**config.mk**
```make
export PLATFORM = sky130hd
export DESIGN_NAME = core_report_fifo
export DESIGN_NICKNAME = d
export VERILOG_FILES = /design/src/rtl/core_report_fifo.sv
export SDC_FILE = /design/constraint.sdc
export NUM_CORES = 1
export LEC_CHECK = 0
export BUFFER_PORTS_ARGS = -buffer_cell sky130_fd_sc_hd__buf_2
export CELL_PAD_IN_SITES_DETAIL_PLACEMENT = 1
export CELL_PAD_IN_SITES_GLOBAL_PLACEMENT = 2
export CORE_AREA = 3 3 187 189
export CTS_CLUSTER_SIZE = 40
export DETAILED_ROUTE_END_ITERATION = 8
export DIE_AREA = 0 0 190 192
export PLACE_DENSITY = 0.71
export SYNTH_ARGS = -nofsm -noshare
export SYNTH_HDL_FRONTEND = slang
export SYNTH_SLANG_ARGS = --single-unit
```
**constraint.sdc**
```tcl
create_clock -name clock -period 12.85 [get_ports clock]
set_input_delay 2.57 -clock clock [delete_from_list [all_inputs] [get_ports clock]]
set_output_delay 2.57 -clock clock [all_outputs]
set_load 0.005 [all_outputs]
```
**src/rtl/core_report_fifo.sv**
```systemverilog
// Buffers the core's non-stallable register reports and drains them over valid/ready.
// Drops on overflow are counted and flagged; occupancy high-water mark is kept for debug.
module core_report_fifo #(
    parameter int CORE       = 0,
    parameter int DATA_WIDTH = 32,
    parameter int DEPTH_BITS = 3,
    parameter int DROP_BITS  = 16
) (
    input  logic                  clock,
    input  logic                  reset,
    input  logic [1:0]            to_peripheral,
    input  logic [DATA_WIDTH-1:0] to_peripheral_data,
    input  logic                  to_peripheral_valid,
    output logic [1:0]            out_tag,
    output logic [DATA_WIDTH-1:0] out_data,
    output logic                  out_valid,
    input  logic                  out_ready,
    input  logic                  flush,
    input  logic                  clear_stats,
    output logic [DEPTH_BITS:0]   count,
    output logic [DEPTH_BITS:0]   max_count,
    output logic                  overflow,
    output logic [DROP_BITS-1:0]  drop_count
);

    localparam int DEPTH = 1 << DEPTH_BITS;
    localparam int EW    = DATA_WIDTH + 2;
    localparam logic [DEPTH_BITS:0]  PTR_ONE  = {{DEPTH_BITS{1'b0}}, 1'b1};
    localparam logic [DROP_BITS-1:0] DROP_ONE = {{(DROP_BITS-1){1'b0}}, 1'b1};
    localparam logic [DROP_BITS-1:0] DROP_MAX = {DROP_BITS{1'b1}};

    // CORE is a tag only; a negative index is meaningless but harmless.
    if (CORE < 0) begin : g_core_tag_negative
    end

    logic [EW-1:0]          mem_q [DEPTH];
    logic [DEPTH_BITS:0]    rd_ptr_q, rd_ptr_d, wr_ptr_q, wr_ptr_d;
    logic [DEPTH_BITS:0]    count_q, count_d, max_count_q, max_count_d;
    logic                   overflow_q, overflow_d, out_valid_q, out_valid_d;
    logic [DROP_BITS-1:0]   drop_count_q, drop_count_d;
    logic [EW-1:0]          head_q, head_d, wr_entry_s;
    logic                   full_s, pop_s, push_s, drop_s, wr_en_s;

    assign wr_entry_s = {to_peripheral, to_peripheral_data};
    assign full_s     = (wr_ptr_q[DEPTH_BITS] != rd_ptr_q[DEPTH_BITS]) &&
                        (wr_ptr_q[DEPTH_BITS-1:0] == rd_ptr_q[DEPTH_BITS-1:0]);
    assign pop_s      = out_valid_q & out_ready;
    assign push_s     = to_peripheral_valid & (~full_s | pop_s);
    assign drop_s     = to_peripheral_valid & full_s & ~pop_s & ~flush;
    assign wr_en_s    = push_s & ~flush & ~reset;

    // Next-state for pointers, occupancy, registered head and statistics.
    always_comb begin
        rd_ptr_d     = rd_ptr_q;
        wr_ptr_d     = wr_ptr_q;
        count_d      = count_q;
        head_d       = head_q;
        max_count_d  = max_count_q;
        overflow_d   = overflow_q;
        drop_count_d = drop_count_q;

        if (flush) begin
            rd_ptr_d = '0;
            wr_ptr_d = '0;
            count_d  = '0;
            head_d   = '0;
        end else begin
            if (pop_s) begin
                rd_ptr_d = rd_ptr_q + PTR_ONE;
            end else begin
                rd_ptr_d = rd_ptr_q;
            end
            if (push_s) begin
                wr_ptr_d = wr_ptr_q + PTR_ONE;
            end else begin
                wr_ptr_d = wr_ptr_q;
            end
            if (push_s && !pop_s) begin
                count_d = count_q + PTR_ONE;
            end else if (pop_s && !push_s) begin
                count_d = count_q - PTR_ONE;
            end else begin
                count_d = count_q;
            end
            // The head register mirrors the slot at the next read pointer,
            // which may be the slot being written this very cycle.
            if (push_s && (wr_ptr_q == rd_ptr_d)) begin
                head_d = wr_entry_s;
            end else begin
                head_d = mem_q[rd_ptr_d[DEPTH_BITS-1:0]];
            end
        end

        out_valid_d = (count_d != '0);

        if (clear_stats) begin
            max_count_d = count_d;
        end else if (count_d > max_count_q) begin
            max_count_d = count_d;
        end else begin
            max_count_d = max_count_q;
        end

        if (drop_s) begin
            overflow_d = 1'b1;
            if (clear_stats) begin
                drop_count_d = DROP_ONE;
            end else if (drop_count_q != DROP_MAX) begin
                drop_count_d = drop_count_q + DROP_ONE;
            end else begin
                drop_count_d = drop_count_q;
            end
        end else if (clear_stats) begin
            overflow_d   = 1'b0;
            drop_count_d = '0;
        end else begin
            overflow_d   = overflow_q;
            drop_count_d = drop_count_q;
        end
    end

    // Control and statistics registers with synchronous reset.
    always_ff @(posedge clock) begin
        if (reset) begin
            rd_ptr_q     <= '0;
            wr_ptr_q     <= '0;
            count_q      <= '0;
            max_count_q  <= '0;
            overflow_q   <= 1'b0;
            drop_count_q <= '0;
            out_valid_q  <= 1'b0;
            head_q       <= '0;
        end else begin
            rd_ptr_q     <= rd_ptr_d;
            wr_ptr_q     <= wr_ptr_d;
            count_q      <= count_d;
            max_count_q  <= max_count_d;
            overflow_q   <= overflow_d;
            drop_count_q <= drop_count_d;
            out_valid_q  <= out_valid_d;
            head_q       <= head_d;
        end
    end

    // Storage array; contents are intentionally not reset.
    always_ff @(posedge clock) begin
        if (wr_en_s) begin
            mem_q[wr_ptr_q[DEPTH_BITS-1:0]] <= wr_entry_s;
        end
    end

    assign out_tag    = head_q[EW-1 -: 2];
    assign out_data   = head_q[DATA_WIDTH-1:0];
    assign out_valid  = out_valid_q;
    assign count      = count_q;
    assign max_count  = max_count_q;
    assign overflow   = overflow_q;
    assign drop_count = drop_count_q;

endmodule

```
### Word-level counts from Yosys, hierarchy flattened

Memories as Yosys holds them, arrays and structs flattened.
Index checks and enable logic that the tools add are counted.

* flip-flop bits (word level): 68
* bits in writable memories: 272
* input bits: 40
* output and inout port bits: 60
* word-level logic and storage cells: 59
* memories: 1

Memory list
* mem_q: depth 8, bits a word 34, read ports 1, clocked after Yosys merged registers in 0, write ports 1, RTL line 36 `logic [EW-1:0] mem_q [DEPTH];`

* add/subtract/negate cells: 5
* magnitude comparators: 1
* equality and inequality tests: 4
* muxes and demuxes: 16
* bitwise operators: 12
* reductions and logical operators: 12

Operators by type and width (count)
* two-way mux 16 bit: 4
* two-way mux 34 bit: 1
* two-way mux 4 bit: 7
* adder 16 x 1 -> 16 bit, second input constant: 1
* != test 16 bit, second input constant: 1
* adder 4 x 1 -> 4 bit, second input constant: 3
* bitwise AND 1 bit: 7
* nonzero test 2 bit: 3
* == test 4 bit: 1
* greater-than comparator 4 bit: 1
* logical AND 1 bit: 4
* two-way mux 1 bit: 4
* NOT 1 bit: 4
* nonzero test 4 bit: 1
* subtractor 4 x 1 -> 4 bit, second input constant: 1
* == test 3 bit: 1
* logical NOT 1 bit: 2
* AND reduction 2 bit: 1
* OR reduction 2 bit: 1
* != test 1 bit: 1
* bitwise OR 1 bit: 1

### Logic depth before layout (Yosys ltp)

* depth in word-level cells: 13
* depth in mapped cells: 13
* depth with buffers taken out: 12

### Least setup slack after synthesis

No wires, ideal clock.

* path type: input port to flip-flop
* from: input port reset
* to: memory mem_q[0][0] (netlist name) (enable)
* arrival: 5.790 ns
* setup slack: 6.592 ns
* stages on the path: 5
* path through: clkbuf_1 > inv_1 > nand2_1 > or3_1 > nor3_1

* longest elaborated chain between the ends: 4

Ends and longest elaborated chain
* start, declared: RTL line 10 `input logic reset,`
* NOT 1 bit: RTL line 50 `assign wr_en_s = push_s & ~flush & ~reset;`
* bitwise AND 1 bit: RTL line 50
* two-way mux 1 bit: RTL line 147 `if (wr_en_s) begin`
* two-way mux 1 bit (implied by the code): RTL line 148 `mem_q[wr_ptr_q[DEPTH_BITS-1:0]] <= wr_entry_s;`
* end, declared: RTL line 36

Every way passes these cells.

### Worst setup path in the final report

* from: input port flush
* to: memory mem_q[1][0] (netlist name) (enable)

* longest elaborated chain between the ends: 5

Ends and longest elaborated chain
* start, declared: RTL line 18 `input logic flush,`
* NOT 1 bit: RTL line 50
* bitwise AND 1 bit (2 in series): RTL line 50
* two-way mux 1 bit: RTL line 147
* two-way mux 1 bit (implied by the code): RTL line 148

Every way passes these cells.

==> run summary <==
dpl ws -> 7090 ps
# rows -> 67
most frequent cells after synthesis -> edfxtp_1 (272), dfxtp_1 (68), mux4_2 (68)
RSZ-0062 raised after global routing -> false
register bit total from synthesis -> 340
leakage power -> 5.44 nW
Fmax -> 194 MHz
Worst Setup Start Kind -> input port
Combinational Power Share -> 0.045
first-pass detailed-route iteration total -> 5
vias -> 7389
die area -> 36500 um^2
post-CTS setup buffer count -> 0
largest net degree at the start of global routing -> 70
setup violators final -> 0
DRT Wirelength -> 31200 um
largest cells by area after synthesis -> edfxtp_1 (61%), mux4_2 (11%), dfxtp_1 (10%)
Mapped Area -> 13400 um^2
CTS root buffer -> clkbuf_16
Die Ht -> 192 um
initial antenna violation count -> 1
Clock Sinks -> 340
clock-pin slew on the worst setup and hold paths -> 60 ps
Num CTS Buffers -> 37
post-DR wirelength/cell -> 23.0 um
DRC Markers -> 0
Synth cell types -> 56
PwrDens -> 148 nW/um^2
crit path kind -> input port to flop
cells after synthesis -> 762
setup tns final -> 0 ps
status -> complete, no violations
Power, Total -> 0.00232 W
worst-margin pin slew -> 1050 ps
Via density -> 5.45
post-route ant nets -> 0
crit path DAT -> 5320 ps
Post-CTS Hold Buffers -> 0
port buffer count -> 99
Critical Path RT -> 13020 ps
cell with the most instances after synthesis -> edfxtp_1
initial DRC count -> 409
Post-synth EDFFs -> 272
Tmin final -> 5160 ps
worst hold slack -> 497 ps
Tcrit/Tclk final -> 0.401
sequential share of power -> 0.519
Max Cap Viol -> 0
Mean Syn Cell Area -> 17.6 um^2
ys async rst share -> 0
cell accounting for the most synthesized area -> edfxtp_1
# fillers -> 3212
Main synth FF type -> edfxtp_1
Worst setup EP type -> flop
Initial Utilization -> 0.400
Hold/Removal Path Class -> flop to flop
TritonCTS clock tree -> done
core area -> 33400 um^2
total nets after synthesis -> 811
RD Place Congestion -> 0.729
Clock Tree Buf Depth -> 3
Congestion Overflow GR -> 0
multi-input combinational cell area -> 3690 um^2
sw frac -> 0.218
dpl hpwl -> 17700 um
skew final -> 20.9 ps
sequential share of the synthesized area -> 0.712
Crit Path Max Fanout -> 36
Reg area -> 9530 um^2
Hold Violations, Final -> 0
Clk pwr share -> 0.436
IR drop worst, VDD -> 0.117 mV
Final Slew Violations -> 0
fraction of layout cells with a size suffix above 1 -> 0.284
htree depth -> 2
Yosys top cell area share -> 0.610
internal power -> 0.00182 W
vias in the first global route -> 7836
switching pwr -> 0.000505 W
GRT Total Usage -> 0.173
Die Width -> 190 um
fin worst setup slack -> 7690 ps
first-pass GRT wire length -> 48000 um
Layout Area Growth over Synthesis -> 16.8%
Clock Latency Late Sink -> 540 ps
post-CTS resize count -> 0
Top Ports -> 100
yosys warns -> 0
Final #Nets -> 927
Slew HR -> 0.301
-- power groups by stage --
stage / Clock, W / Combinational, W / Sequential, W
CTS: 0.00104 / 0.000106 / 0.00121
finish: 0.00101 / 0.000105 / 0.00121
global route: 0.00108 / 0.000116 / 0.00121
global placement: 0 / 0.000104 / 0.00123
detailed placement: 0 / 0.000106 / 0.00123
floorplan: 0 / 0.0000619 / 0.00123
-- cell usage in the layout (no fill, tap or decap), types with 3 or more instances in the layout --
| cell type | Yosys | layout |
|---|---|---|
| nand2b_1 | 3 | 3 |
| o31ai_1 | 35 | 35 |
| o211ai_1 | 4 | 4 |
| nor3_1 | 9 | 7 |
| clkinv_1 | 0 | 10 |
| ha_1 | 9 | 9 |
| clkbuf_8 | 0 | 3 |
| clkbuf_16 | 0 | 37 |
| edfxtp_1 | 272 | 272 |
| nor2_4 | 1 | 8 |
| o32ai_1 | 3 | 3 |
| mux4_2 | 68 | 68 |
| xor2_1 | 8 | 8 |
| nor2b_1 | 3 | 3 |
| nand4_1 | 7 | 7 |
| and4_1 | 3 | 3 |
| or4_1 | 3 | 3 |
| nor2_1 | 26 | 19 |
| nand2_1 | 20 | 20 |
| or3_1 | 9 | 9 |
| mux2i_1 | 35 | 35 |
| a21oi_1 | 57 | 57 |
| buf_4 | 8 | 18 |
| clkinv_2 | 0 | 3 |
| nand3_1 | 11 | 11 |
| dfxtp_1 | 68 | 68 |
| inv_1 | 12 | 12 |
| and3_1 | 4 | 4 |
| buf_2 | 15 | 99 |
| o21ai_0 | 14 | 14 |
| clkbuf_1 | 14 | 6 |
-- path summary, 6_finish.rpt --
kind                                           startpoint                   endpoint  slack (ps)  cells after the start
worst max register to register   wr_ptr_q[1]$_SDFFE_PP0N_      mem_q[1][0]$_DFFE_PP_        9040                      5
worst min register to register  max_count[1]$_SDFFE_PP0P_  max_count[1]$_SDFFE_PP0P_         500                      2
worst min-delay path            max_count[1]$_SDFFE_PP0P_  max_count[1]$_SDFFE_PP0P_         500                      2
worst max-delay path                                flush      mem_q[1][0]$_DFFE_PP_        7690                      6
-- final cells by class --
class                           instances  area share
Sequential cell                       340       0.610
Multi-Input combinational cell        370       0.236
Clock buffer                           46      0.0633
Timing Repair Buffer                  117      0.0403
Tap cell                              448      0.0359
Clock inverter                         21      0.0117
Inverter                               12     0.00288
Antenna cell                            1    0.000160
-- routing by layer --
metal	up-vias	part of all wire	GRT usage
met2	173	0.48	0.291
met3	47	0.047	0.0294
met5	-	0.00035	0
li1	3325	-	-
met4	2	0.019	0.0426
met1	3842	0.45	0.237
-- kinds of logic (layout without fill, tap and decap cells) --
kind of cell | Yosys count | in the layout | share of synthesized area
adder cells (fa/ha/maj) | 9 | 9 | 0.00841
AND/OR/NAND/NOR | 107 | 107 | 0.0420
flip-flops | 340 | 340 | 0.712
XOR/XNOR | 13 | 13 | 0.0101
other | 0 | 1 | 0
buffers and inverters | 52 | 196 | 0.0199
AO/OA/AOI/OAI | 137 | 137 | 0.0666
multiplexers | 104 | 104 | 0.141
-- stage by stage --
step,util,cell area (um^2),std cells
2_1_floorplan,-,13400,762
3_3_place_gp,0.432,14500,1287
3_5_place_dp,0.432,14500,1287
4_1_cts,0.467,15600,1354
5_1_grt,0.467,15600,1354
6_report,0.467,15600,1355
-- state kept, by name, indices dropped and copies added, names as in the netlist --
signal	cells
out_valid	1
max_count	4
count	4
head_q	34
drop_count	16
wr_ptr_q	4
overflow	1
mem_q	272
rd_ptr_q	4
-- critical path: stages --
cell and delay [ps]:
buf_2 180, nor2_4 90, buf_4 480, o2111ai_1 520, nor3_2 900, buf_4 550
Power figures use the tool's default switching activity.
